--- src/rtl/aes_bus_initiator_if.sv ---
// Command, payload, byte-bus, ack and status signals between the AES bus initiator and its neighbours.
// The master modport is the initiator's view. The slave modport is the view of the command source, core and status sink.
interface aes_bus_initiator_if;
    logic        cmd_valid;
    logic        cmd_ready;
    logic [1:0]  cmd_opcode;
    logic [1:0]  cmd_dest_id;
    logic        cmd_encdec;
    logic [23:0] cmd_addr;

    logic [7:0]  wr_data;
    logic        wr_valid;
    logic        wr_ready;

    logic [7:0]  bus_data;
    logic        bus_valid;
    logic        bus_ready;

    logic        ack_valid;
    logic        ack_ready;
    logic [1:0]  ack_source_id;

    logic        busy;
    logic        done;
    logic        err;

    modport master (
        input  cmd_valid, cmd_opcode, cmd_dest_id, cmd_encdec, cmd_addr,
        input  wr_data, wr_valid, bus_ready, ack_valid, ack_source_id,
        output cmd_ready, wr_ready, bus_data, bus_valid, ack_ready, busy, done, err
    );

    modport slave (
        output cmd_valid, cmd_opcode, cmd_dest_id, cmd_encdec, cmd_addr,
        output wr_data, wr_valid, bus_ready, ack_valid, ack_source_id,
        input  cmd_ready, wr_ready, bus_data, bus_valid, ack_ready, busy, done, err
    );
endinterface

--- src/rtl/aes_bus_initiator.sv ---
// Frames one AES command (header, 3 address bytes, optional payload) onto a byte bus, then waits for the core's ack.
// Latency: the header is on the bus the cycle after cmd accept, and each bus byte moves on bus_valid&&bus_ready. bus_ready stalls hold the byte in place; wr_ready throttles the payload.
// Define AES_INIT_TIMEOUT_EN to abandon ACK_WAIT after ACK_TIMEOUT cycles with an err pulse.
module aes_bus_initiator #(
    parameter logic [1:0] SOURCE_ID     = 2'b00,
    parameter int         PAYLOAD_BYTES = 16,
    parameter int         ACK_TIMEOUT   = 255
) (
    input  logic                clk,
    input  logic                rst_n,
    aes_bus_initiator_if.master bus
);

    localparam int CW = $clog2(PAYLOAD_BYTES + 1);

    if (PAYLOAD_BYTES < 1 || ACK_TIMEOUT < 1) begin : g_bad_params
        $error("aes_bus_initiator: PAYLOAD_BYTES and ACK_TIMEOUT must be at least 1");
    end

    typedef enum logic [2:0] {
        S_IDLE,
        S_HDR,
        S_ADDR,
        S_DATA,
        S_ACK_WAIT
    } state_t;

    state_t          r_state;
    state_t          w_state_nxt;
    logic [1:0]      r_opcode;
    logic [1:0]      w_opcode_nxt;
    logic [1:0]      r_dest;
    logic [1:0]      w_dest_nxt;
    logic [23:0]     r_addr;
    logic [23:0]     w_addr_nxt;
    logic [1:0]      r_addr_idx;
    logic [1:0]      w_addr_idx_nxt;
    logic [CW-1:0]   r_acc_cnt;
    logic [CW-1:0]   w_acc_cnt_nxt;
    logic [CW-1:0]   r_xfer_cnt;
    logic [CW-1:0]   w_xfer_cnt_nxt;
    logic [7:0]      r_bus_data;
    logic [7:0]      w_bus_data_nxt;
    logic            r_bus_valid;
    logic            w_bus_valid_nxt;
    logic            r_done;
    logic            w_done_nxt;
    logic            r_err;
    logic            w_err_nxt;

    logic            w_xfer;
    logic            w_wr_ready;
    logic            w_wr_fire;
    logic            w_no_payload;

`ifdef AES_INIT_TIMEOUT_EN
    localparam int TW = ($clog2(ACK_TIMEOUT + 1) > 8) ? $clog2(ACK_TIMEOUT + 1) : 8;
    logic [TW-1:0]   r_to_cnt;
    logic [TW-1:0]   w_to_cnt_nxt;
`endif

    assign w_xfer       = r_bus_valid && bus.bus_ready;
    // The payload stage can take a new byte once the previous one has left or is leaving this cycle.
    assign w_wr_ready   = (r_state == S_DATA) && (r_acc_cnt < CW'(PAYLOAD_BYTES))
                          && (!r_bus_valid || bus.bus_ready);
    assign w_wr_fire    = w_wr_ready && bus.wr_valid;
    assign w_no_payload = (r_opcode == 2'b10) || (r_opcode == 2'b11);

    always_comb begin
        w_state_nxt     = r_state;
        w_opcode_nxt    = r_opcode;
        w_dest_nxt      = r_dest;
        w_addr_nxt      = r_addr;
        w_addr_idx_nxt  = r_addr_idx;
        w_acc_cnt_nxt   = r_acc_cnt;
        w_xfer_cnt_nxt  = r_xfer_cnt;
        w_bus_data_nxt  = r_bus_data;
        w_bus_valid_nxt = r_bus_valid;
        w_done_nxt      = 1'b0;
        w_err_nxt       = 1'b0;
`ifdef AES_INIT_TIMEOUT_EN
        w_to_cnt_nxt    = '0;
`endif

        case (r_state)
            S_IDLE: begin
                if (bus.cmd_valid) begin
                    w_opcode_nxt    = bus.cmd_opcode;
                    w_dest_nxt      = bus.cmd_dest_id;
                    w_addr_nxt      = bus.cmd_addr;
                    w_addr_idx_nxt  = 2'd0;
                    w_acc_cnt_nxt   = '0;
                    w_xfer_cnt_nxt  = '0;
                    // encdec is only needed in the header, so it lives in this byte.
                    w_bus_data_nxt  = {bus.cmd_opcode, SOURCE_ID, bus.cmd_dest_id, bus.cmd_encdec, 1'b0};
                    w_bus_valid_nxt = 1'b1;
                    w_state_nxt     = S_HDR;
                end
            end
            S_HDR: begin
                if (w_xfer) begin
                    w_bus_data_nxt = r_addr[23:16];
                    w_addr_idx_nxt = 2'd0;
                    w_state_nxt    = S_ADDR;
                end
            end
            S_ADDR: begin
                if (w_xfer) begin
                    if (r_addr_idx == 2'd2) begin
                        w_bus_valid_nxt = 1'b0;
                        w_state_nxt     = w_no_payload ? S_ACK_WAIT : S_DATA;
                    end else begin
                        w_addr_idx_nxt = r_addr_idx + 2'd1;
                        w_bus_data_nxt = (r_addr_idx == 2'd0) ? r_addr[15:8] : r_addr[7:0];
                    end
                end
            end
            S_DATA: begin
                if (w_wr_fire) begin
                    w_bus_data_nxt  = bus.wr_data;
                    w_bus_valid_nxt = 1'b1;
                    w_acc_cnt_nxt   = r_acc_cnt + CW'(1);
                end else if (w_xfer) begin
                    w_bus_valid_nxt = 1'b0;
                end
                if (w_xfer) begin
                    w_xfer_cnt_nxt = r_xfer_cnt + CW'(1);
                    if (r_xfer_cnt == CW'(PAYLOAD_BYTES - 1)) begin
                        w_state_nxt = S_ACK_WAIT;
                    end
                end
            end
            S_ACK_WAIT: begin
                if (bus.ack_valid) begin
                    w_done_nxt  = (bus.ack_source_id == r_dest);
                    w_err_nxt   = (bus.ack_source_id != r_dest);
                    w_state_nxt = S_IDLE;
`ifdef AES_INIT_TIMEOUT_EN
                end else if (r_to_cnt == TW'(ACK_TIMEOUT - 1)) begin
                    w_err_nxt   = 1'b1;
                    w_state_nxt = S_IDLE;
                end else begin
                    w_to_cnt_nxt = r_to_cnt + TW'(1);
`endif
                end
            end
            default: begin
                w_state_nxt     = S_IDLE;
                w_bus_valid_nxt = 1'b0;
            end
        endcase
    end

    always_ff @(posedge clk) begin
        if (!rst_n) begin
            r_state     <= S_IDLE;
            r_opcode    <= 2'b00;
            r_dest      <= 2'b00;
            r_addr      <= 24'h000000;
            r_addr_idx  <= 2'd0;
            r_acc_cnt   <= '0;
            r_xfer_cnt  <= '0;
            r_bus_data  <= 8'h00;
            r_bus_valid <= 1'b0;
            r_done      <= 1'b0;
            r_err       <= 1'b0;
`ifdef AES_INIT_TIMEOUT_EN
            r_to_cnt    <= '0;
`endif
        end else begin
            r_state     <= w_state_nxt;
            r_opcode    <= w_opcode_nxt;
            r_dest      <= w_dest_nxt;
            r_addr      <= w_addr_nxt;
            r_addr_idx  <= w_addr_idx_nxt;
            r_acc_cnt   <= w_acc_cnt_nxt;
            r_xfer_cnt  <= w_xfer_cnt_nxt;
            r_bus_data  <= w_bus_data_nxt;
            r_bus_valid <= w_bus_valid_nxt;
            r_done      <= w_done_nxt;
            r_err       <= w_err_nxt;
`ifdef AES_INIT_TIMEOUT_EN
            r_to_cnt    <= w_to_cnt_nxt;
`endif
        end
    end

    assign bus.cmd_ready = (r_state == S_IDLE);
    assign bus.wr_ready  = w_wr_ready;
    assign bus.bus_data  = r_bus_data;
    assign bus.bus_valid = r_bus_valid;
    assign bus.ack_ready = (r_state == S_ACK_WAIT);
    assign bus.busy      = (r_state != S_IDLE);
    assign bus.done      = r_done;
    assign bus.err       = r_err;

endmodule

--- src/flat_wrapper.sv ---
// flat-port wrapper written by rule: the top's interface ports become plain ports
module aes_bus_initiator_flat 
#(
    parameter logic [1:0] SOURCE_ID     = 2'b00,
    parameter int         PAYLOAD_BYTES = 16,
    parameter int         ACK_TIMEOUT   = 255
)
  (clk, rst_n, bus_cmd_valid, bus_cmd_opcode, bus_cmd_dest_id, bus_cmd_encdec, bus_cmd_addr, bus_wr_data, bus_wr_valid, bus_bus_ready, bus_ack_valid, bus_ack_source_id, bus_cmd_ready, bus_wr_ready, bus_bus_data, bus_bus_valid, bus_ack_ready, bus_busy, bus_done, bus_err);
  aes_bus_initiator_if bus_i ();
  input  logic clk;
  input  logic rst_n;
  input wire logic [$bits(bus_i.cmd_valid)-1:0] bus_cmd_valid;
  input wire logic [$bits(bus_i.cmd_opcode)-1:0] bus_cmd_opcode;
  input wire logic [$bits(bus_i.cmd_dest_id)-1:0] bus_cmd_dest_id;
  input wire logic [$bits(bus_i.cmd_encdec)-1:0] bus_cmd_encdec;
  input wire logic [$bits(bus_i.cmd_addr)-1:0] bus_cmd_addr;
  input wire logic [$bits(bus_i.wr_data)-1:0] bus_wr_data;
  input wire logic [$bits(bus_i.wr_valid)-1:0] bus_wr_valid;
  input wire logic [$bits(bus_i.bus_ready)-1:0] bus_bus_ready;
  input wire logic [$bits(bus_i.ack_valid)-1:0] bus_ack_valid;
  input wire logic [$bits(bus_i.ack_source_id)-1:0] bus_ack_source_id;
  output wire logic [$bits(bus_i.cmd_ready)-1:0] bus_cmd_ready;
  output wire logic [$bits(bus_i.wr_ready)-1:0] bus_wr_ready;
  output wire logic [$bits(bus_i.bus_data)-1:0] bus_bus_data;
  output wire logic [$bits(bus_i.bus_valid)-1:0] bus_bus_valid;
  output wire logic [$bits(bus_i.ack_ready)-1:0] bus_ack_ready;
  output wire logic [$bits(bus_i.busy)-1:0] bus_busy;
  output wire logic [$bits(bus_i.done)-1:0] bus_done;
  output wire logic [$bits(bus_i.err)-1:0] bus_err;
  assign bus_i.cmd_valid = bus_cmd_valid;
  assign bus_i.cmd_opcode = bus_cmd_opcode;
  assign bus_i.cmd_dest_id = bus_cmd_dest_id;
  assign bus_i.cmd_encdec = bus_cmd_encdec;
  assign bus_i.cmd_addr = bus_cmd_addr;
  assign bus_i.wr_data = bus_wr_data;
  assign bus_i.wr_valid = bus_wr_valid;
  assign bus_i.bus_ready = bus_bus_ready;
  assign bus_i.ack_valid = bus_ack_valid;
  assign bus_i.ack_source_id = bus_ack_source_id;
  assign bus_cmd_ready = bus_i.cmd_ready;
  assign bus_wr_ready = bus_i.wr_ready;
  assign bus_bus_data = bus_i.bus_data;
  assign bus_bus_valid = bus_i.bus_valid;
  assign bus_ack_ready = bus_i.ack_ready;
  assign bus_busy = bus_i.busy;
  assign bus_done = bus_i.done;
  assign bus_err = bus_i.err;
  aes_bus_initiator #(.SOURCE_ID(SOURCE_ID), .PAYLOAD_BYTES(PAYLOAD_BYTES), .ACK_TIMEOUT(ACK_TIMEOUT)) u_core (.clk(clk), .rst_n(rst_n), .bus(bus_i));
endmodule
--- config.mk ---
export PLATFORM = sky130hd
export DESIGN_NAME = aes_bus_initiator_flat
export DESIGN_NICKNAME = d
export VERILOG_FILES = /design/src/rtl/aes_bus_initiator_if.sv /design/src/rtl/aes_bus_initiator.sv /design/src/flat_wrapper.sv
export SDC_FILE = /design/constraint.sdc
export NUM_CORES = 1
export LEC_CHECK = 0
export BUFFER_PORTS_ARGS = -buffer_cell sky130_fd_sc_hd__clkbuf_2
export CORE_AREA = 3 3 72 74
export DETAILED_ROUTE_END_ITERATION = 16
export DIE_AREA = 0 0 75 77
export PLACE_DENSITY_LB_ADDON = 0.1
export SLEW_MARGIN = 20
export SYNTH_ARGS = -nofsm -noshare
export SYNTH_HDL_FRONTEND = slang
export SYNTH_SLANG_ARGS = --single-unit
--- constraint.sdc ---
create_clock -name clk -period 4.9 [get_ports clk]
set_clock_uncertainty 0.05 [all_clocks]
set_input_delay 0.49 -clock clk [delete_from_list [all_inputs] [get_ports clk]]
set_output_delay 0.49 -clock clk [all_outputs]
set_load 0.005 [all_outputs]
# Word-level counts from Yosys, hierarchy flattened
# Cells that the tools add are included.
# totals
reg_bits	54
wordCells	90
out_inout_bits	15
input_bits	45
# op_classes
addsub	3
muxes	32
eq_ne	20
reduce_logical	22
n_lt_le_gt_ge	1
bitwise	1
# ops
cell	n
8-bit 2-to-1 mux	6
8-bit one-hot mux with 4 select lines	1
3-bit 2-to-1 mux	8
5-bit one-hot mux with 2 select lines	2
5-bit 2-to-1 mux	3
3-bit one-hot mux with 5 select lines	1
5-bit by 1-bit adder with 5-bit output, second input constant	2
2-bit by 1-bit != test with 1-bit output, second input constant	5
5-bit AND reduction	2
3-bit AND reduction	3
2-bit 2-to-1 mux	4
2-bit != test, second input constant	4
7-bit AND reduction	1
2-bit == test, second input constant	3
3-bit by 2-bit == test with 1-bit output, second input constant	2
2-bit one-hot mux with 3 select lines	1
6-bit AND reduction	1
3-bit nonzero test	2
5-bit by 4-bit == test with 1-bit output, second input constant	1
5-bit less-than comparator, second input constant	1
1-bit 2-to-1 mux	5
1-bit logical AND	4
1-bit one-hot mux with 4 select lines	1
4-bit nonzero test	1
14 further kinds	15

# Logic depth before layout (Yosys ltp)
# Gate-level depths: netlist of run 1.
# logic_depth
ltp_word	6
depth_mapped	8

# Worst setup path before layout of run 1
# No wires, ideal clock.
# synth_timing
path_type	register to register
start	register u_core.r_addr_idx[0]
end	register u_core.r_bus_data[2] (netlist: u_core.bus.bus_data[2])
t_arrival_ns	1.531
required_ns	4.734
slack_ns	3.203
setup_time_ns	0.116
path_buffers	1
stages_incl_launch_ff	8
cell_sequence	dfxtp_1 > inv_1 > ha_1 > clkbuf_1 > mux2_2 > a22oi_1 > a21o_1 > a21boi_1
# synth_via
elab_chain_len	5
word_cells_on_any_way	8
# synth_rtl
element	line_no	text
start, declared	aes_bus_initiator.sv:36	logic [1:0] r_addr_idx;
start signal, assigned	aes_bus_initiator.sv:175	r_addr_idx <= w_addr_idx_nxt;
2-bit zero test	aes_bus_initiator.sv:114	w_bus_data_nxt = (r_addr_idx == 2'd0) ? r_addr[15:8] : r_addr[7:0];
8-bit 2-to-1 mux	aes_bus_initiator.sv:114	
8-bit 2-to-1 mux	aes_bus_initiator.sv:109	if (r_addr_idx == 2'd2) begin
8-bit 2-to-1 mux	aes_bus_initiator.sv:108	if (w_xfer) begin
8-bit one-hot mux with 4 select lines	aes_bus_initiator.sv:85	case (r_state)
end signal, assigned	aes_bus_initiator.sv:178	r_bus_data <= w_bus_data_nxt;
end, declared	aes_bus_initiator.sv:42	logic [7:0] r_bus_data;
# Parallel ways exist; a longest one is shown, timed or not. The select of a mux whose other input is x is not followed.
# A chain may end at the register's enable or synchronous reset.

# Final worst setup path of run 1
# layout_timing
start	register u_core.r_state[0]
end	register u_core.r_bus_data[0] (netlist: u_core.bus.bus_data[0])
# layout_via
elab_chain_len	6
word_cells_on_any_way	15
# layout_rtl
element	line_no	text
start, declared	aes_bus_initiator.sv:28	state_t r_state;
start signal, assigned	aes_bus_initiator.sv:171	r_state <= w_state_nxt;
3-bit by 2-bit == test with 1-bit output	aes_bus_initiator.sv:64, aes_bus_initiator.sv:85	
1-bit logical AND	aes_bus_initiator.sv:64	assign w_wr_ready = (r_state == S_DATA) && (r_acc_cnt < CW'(PAYLOAD_BYTES))
1-bit logical AND	aes_bus_initiator.sv:65	&& (!r_bus_valid || bus.bus_ready);
1-bit logical AND	aes_bus_initiator.sv:66	assign w_wr_fire = w_wr_ready && bus.wr_valid;
2-bit by 1-bit != test with 1-bit output (no source line)	--	
6-bit AND reduction (no source line)	--	
# Parallel ways exist; a longest one is shown, timed or not.

==> results of run 1 <==
cells in the final DEF, fill, tap and decap left out, drive strengths merged, types with 7 or more instances in the layout:
cell | netlist | layout
a21boi | 37 | 37
nor3 | 7 | 7
nand3 | 8 | 8
a21oi | 11 | 11
inv | 7 | 7
nand2 | 78 | 78
o21ai | 7 | 7
clkbuf | 12 | 64
nor2 | 17 | 17
dfxtp | 53 | 53
mux2 | 11 | 11
sequential cells by signal, indices dropped and copies added (netlist names):
register              flops
u_core.r_addr            24
u_core.bus.bus_data       8
u_core.r_acc_cnt          5
u_core.r_xfer_cnt         5
u_core.r_state            3
u_core.r_addr_idx         2
u_core.r_dest             2
u_core.bus.bus_valid      1
u_core.bus.done           1
u_core.bus.err            1
u_core.r_opcode           1
worst max-delay path, delay by kind of cell, from the launching register on:
| kind | cells | cell delay (ns) |
|---|---|---|
| AO/OA/AOI/OAI | 3 | 0.95 |
| AND/OR/NAND/NOR | 2 | 0.59 |
| flip-flops | 1 | 0.80 |
layer usage:
layer,part of all wire (%),routed length [um],global-route usage [%],vias to the layer above
met4,0.58,35,3.74,0
met1,46,2770,28.8,1080
li1,-,-,-,1192
met2,49,2940,36.4,54
met3,4.6,275,3.93,4
met5,0,0,0,-
cell families (layout without fill, tap and decap cells):
family / count (synthesis) / count (layout) / synth area share [%]
buffers and inverters: 28 / 75 / 4.84
AOI/OAI and AO/OA: 79 / 79 / 21.3
and+or+nand+nor: 134 / 134 / 22.3
muxes: 17 / 17 / 6.98
xor gates and xnor gates: 6 / 6 / 1.99
DFF: 53 / 53 / 40.2
adders and majority gates: 5 / 5 / 2.37
per-stage QoR:
step                cells  instance area [sq um]  hold WS (ns)
floorplan             322                   2640         0.384
global placement      415                   2910         0.393
detailed placement    415                   2910         0.402
CTS                   423                   3000         0.359
global route          423                   3000         0.362
finish                423                   3000         0.361
final cells by class:
class | count | share of cell area (%)
tap | 54 | 2.25
timing repair buffer | 60 | 10.1
sequential | 53 | 35.4
clock inverter | 3 | 0.584
inverter | 7 | 0.876
clock buffer | 5 | 2.30
multi-input combinational | 241 | 48.5
report_power, final:
group,leakage (nW),internal [W],switching (W)
logic,0.771,0.0000591,0.0000747
registers,0.433,0.000454,0.0000205
clock network,0.0439,0.0000989,0.000140
how the worst min path moves through the flow:
stage | start | to | slack, ns | cells after the start
2_1_floorplan | u_core.r_acc_cnt[4] | u_core.r_acc_cnt[4] | 0.38 | 2
3_3_place_gp | u_core.bus.bus_data[2] | u_core.bus.bus_data[2] | 0.39 | 2
3_5_place_dp | u_core.bus.bus_data[4] | u_core.bus.bus_data[4] | 0.40 | 2
4_1_cts | bus_cmd_addr[0] | u_core.r_addr[0] | 0.36 | 3
5_1_grt | bus_cmd_addr[0] | u_core.r_addr[0] | 0.36 | 3
6_report | bus_cmd_addr[21] | u_core.r_addr[21] | 0.36 | 3
Yosys cell counts, types with 3 or more instances:
cell type	count	share of area, %
mux2_2	11	4.7
a21o_1	4	1.1
a22oi_1	6	1.7
ha_1	5	2.4
nor3_1	7	1.3
nand2_1	78	11
a21boi_1	4	1.1
o21a_1	3	0.85
buf_2	6	1.1
clkbuf_1	12	1.7
nand2b_1	3	0.71
a21oi_1	11	2.1
and2_1	3	0.71
nand3_1	8	1.5
a21boi_0	33	9.4
nand4_1	4	0.95
or3_1	3	0.71
dfxtp_1	53	40
xor2_1	4	1.3
nor2_1	17	2.4
mux2i_1	6	2.3
nor2b_1	6	1.4
o21ai_0	7	1.3
inv_1	7	1.0
==> impl_results.md, run 1 <==
- Fin util: between 60% and 70%
- Reg clk slew, reported paths: about 0.09 ns
- Ports: 60
- Final worst path period share: ~50%
- Final hold violation count: 0
- # H-tree levels: 2
- Net Count, Synth: 372
- Synth Register Bits: 53
- Worst Setup Slack, final: 2.45 ns
- Cell Chain, Critical Path: nor2b_1, a221oi_2, o211ai_2, or3_1, a21boi_1
- CTS tree: done
- CTS resizes: 0
- Largest net degree at the start of global routing: 50
- Least-Margin Pin Slew: 0.804 ns
- Crit-path slowest cell: dfxtp_1
- Endpoint of the worst register-to-register path: u_core.bus.bus_data[0]
- Max-cap violations: 0
- Reg2reg start: u_core.r_state[0]
- TritonCTS Buffers: 5
- Vias: 2330
- Port Buffers: 59
- RD Place Congestion: 0.868
- DR pass1 iterations: 4
- Post-route ant nets: 0
- RSZ-0062 raised after global routing: no
- Initial antenna violation count: 0
- Setup TNS: 0 ns
- Clk sinks: 53
- Core Area: 0.00466 sq mm
- Pwr Total: 0.000847 W
- Vias in the first global route: 2192
- Worst setup path class: reg2reg
- Worst setup SP type: flip-flop
- Fin crit period: around 2.4 ns
- Lkg Pwr: 1.25 nW
- CTS Buffer Depth: 2
- Antenna diodes: 0
- Asr flop ratio synth: 0%
- Post-CTS Setup Inserts: 0
- Post-Syn Area: 0.00264 sq mm
- Critical path peak fanout: 24
- Layout cells sized above 1: 22.8%
- Initial DRC count: 134
- Multi-input gate area: 0.00145 sq mm
- Nets: about 420
- Worst Reg-to-Reg Cells: 5
- EDFF count, synth: 0
- Crit. End Element: flip-flop
- Final slew viol count: 0
- Detailed placement HPWL: 4.30 mm
- Gr ovfl total: 0
- Root buf cell: clkbuf_8
- Relative slew margins: 46.4%
- FILL cells: 429
- Slowest cell delay on critical path: around 0.8 ns
- Avg Cell Area, Syn: 8.19 sq um
- Worst vdd ir: between 0.00015 and 0.0002 V
- Final setup vio count: 0
- Area Growth Syn to Fin: 13.7%
- First-pass GRT wire length: 9.91 mm
- Yosys warns: 0
- Required @ worst endpoint: 5.08 ns
- Reg-to-reg slack, setup: 2.45 ns
- Status: finished, final reports clean
- Die Ht: 77 um
- Hold Buf Count CTS: 0
- PwrDens: between 200 and 300 mW/mm^2
- Average wire per standard cell: around 14 um
- Post-Route WL: 6.01 mm
- Register area: 0.00106 sq mm
- Area of the die: 0.00578 sq mm
- Num rows: 25
- Sequential share of the synthesized area: 40.2%
- Worst hold path type: in2reg
- Starting Density: 56.6%
- Pre-CTS WS: 2.05 ns
- Worst endpoint data arrival time: 2.63 ns
- Setup crit start: u_core.r_state[0]
- Prevailing post-synth register cell: dfxtp_1
- Mapped Cells: between 300 and 400
- Global-route usage over all layers: 21.7%
- Setup crit end: u_core.bus.bus_data[0]
- Synth unique cells: 41
- DR DRC count: 0
- Die Wd: 75 um
- Routed vias/inst: 5.51
- Skew-Pair Late Insertion Delay: roughly 0.30 ns
- Achievable Freq: 409 MHz
Note: power is estimated with default switching activity, not from simulation.
==> inputs of run 2 (changes only) <==
Settings changed: CORE_AREA 3 3 72 74 to 3 3 79 81, DIE_AREA 0 0 75 77 to 0 0 82 84.
Clock period 4.9 ns to 2 ns, I/O delays scaled along.
==> run 2 against run 1 <==
  * Largest cell class unchanged
  * Total power increased to 2.6 times the previous value
  * Maximum frequency increased by 31%
  * Register-to-register slack got worse by 2.3 ns
  * Utilization decreased by 7.0 points
  * Flip-flop and latch count unchanged
  * Wire length increased by 3.7%
  * Clock power increased to 2.6 times the previous value
  * Critical endpoint is now u_core.bus.bus_data[1]
  * Cell area increased by 6.0%
  * Global-route usage decreased by 2.2 points
  * Largest power group unchanged
  * Cell count increased by 8.7%
==> impl_results.md, run 2 (synthesis results as in run 1) <==
- TritonCTS Buffers: 5
- M1 GR Usage: between 20% and 30%
- Crit. End Element: flip-flop
- Hold Buf Count CTS: 0
- Grt peak-use layer: met2
- FILL cells: between 500 and 600
- Worst vdd ir: 0.000364 V
- Most frequent cells in the layout: nand2_1 (78), clkbuf_2 (59), dfxtp_1 (53), a21boi_0 (33), buf_4 (20)
- Post-layout instance area: 0.00318 sq mm
- Root buf cell: clkbuf_8
- # H-tree levels: 2
- Worst setup SP type: flip-flop
- Initial antenna violation count: 0
- Worst hold path type: in2reg
- # placed instances: 449
- First-pass GRT wire length: 10.6 mm
- RD Place Congestion: approximately 0.83
- Most common cell after layout, fill and taps aside: nand2_1
- Layout cells sized above 1: 26.0%
- Relative slew margins: 70.3%
- Least-Margin Pin Slew: 0.442 ns
- Skew-Pair Late Insertion Delay: 0.30 ns
- Lkg Pwr: 1.35 nW
- Max-cap violations: 0
- Detailed placement HPWL: 4.71 mm
- Reg with most FFs: u_core.r_addr
- Area of the die: 0.00689 sq mm
- Status: finished, final reports clean
- Average wire per standard cell: 13.6 um
- CTS Buffer Depth: 2
- Global-route usage over all layers: roughly a fifth
- Achievable Freq: 537 MHz
- CTS tree: done
- Antenna diodes: 0
- Max reg flops: 24
- Num rows: 27
- Die Wd: 82 um
- Starting Density: 47.6%
- Post-route ant nets: 0
- Routed vias/inst: 5.10
- Initial DRC count: 186
- Nets: 438
- Multi-input gate area: ~0.0015 sq mm
- Register area: 0.00106 sq mm
- Final hold violation count: 0
- Met3 Usage GRT: 4.32%
- Area after DPL: 0.00305 sq mm
- Critical path peak fanout: 10
- Die Ht: 84 um
- Vias in the first global route: between 2000 and 2500
- Ports: 60
- Post-Route WL: 6.24 mm
- Final worst path period share: 93.0%
- DR pass1 iterations: 4
- PwrDens: between 600 and 700 mW/mm^2
- Vias: ~2300
- Final setup vio count: 0
- Worst setup path class: reg2reg
- Worst endpoint data arrival time: between 2 and 2.5 ns
- Clk sinks: 53
- Required @ worst endpoint: 2.18 ns
- Met2 usage: 29.8%
- Largest net degree at the start of global routing: 21
- Gr ovfl total: 0
- Area Growth Syn to Fin: 20.5%
- Core Area: around 0.0055 sq mm
- Reg clk slew, reported paths: 0.09 ns
- Fin crit period: around 1.9 ns
- Min Hold Slack: 0.0640 ns
- DR DRC count: 0
- Port Buffers: 59
- Non-filler instance count after layout: 460
- Final slew viol count: 0
==> run 2: final cells by class <==
cell class,count,share of cell area [%]
Tap cell,72,2.84
Sequential cell,53,33.4
Timing Repair Buffer,80,14.4
Clock inverter,1,0.236
Multi-Input combinational cell,241,45.7
Inverter,7,0.827
Clock buffer,6,2.60
==> run 2: path summary, 6_finish.rpt <==
check / from / end / slack [ns] / depth (start not counted)
max reg2reg: u_core.r_addr_idx[0] / u_core.bus.bus_data[1] / 0.14 / 7
min reg2reg: u_core.bus.bus_data[4] / u_core.bus.bus_data[4] / 0.41 / 2
max: u_core.r_addr_idx[0] / u_core.bus.bus_data[1] / 0.14 / 7
min: bus_cmd_addr[17] / u_core.r_addr[17] / 0.06 / 3
==> run 2: metal layers <==
| metal | vias up | routed length (um) |
|---|---|---|
| li1 | 1236 | - |
| met1 | 1055 | 2960 |
| met2 | 44 | 2920 |
| met3 | 9 | 274 |
| met4 | 0 | 89 |
| met5 | - | 0 |
==> run 2: worst max-delay path, stage by stage (launching register included) <==
cell and delay [ns]:
dfxtp_1 0.34, inv_1 0.07, ha_1 0.25, a221oi_2 0.35
o211ai_2 0.20, buf_4 0.21, a21o_1 0.16, a21boi_0 0.16
==> run 2: timing repair <==
action / 4_1_cts / 5_1_grt
endpoints found under the setup margin: 0 / 1
setup buffers: 0 / 4
gates resized for setup: 0 / 1
==> run 2: power breakdown <==
group	switching, W	leakage, nW	internal, W
clock	0.000340	0.0433	0.000274
sequential	0.0000371	0.432	0.00111
combinational	0.000208	0.870	0.000190
==> run 2: through the flow <==
step                setup WS, ns  TNS [ns]  total power (W)  util [%]
floorplan                  0.303         0          0.00140         -
global placement           0.210         0          0.00155      55.1
detailed placement         0.211         0          0.00155      55.1
CTS                        0.166         0          0.00217      56.7
global route             -0.0140   -0.0140          0.00229      57.3
finish                     0.139         0          0.00216      57.3
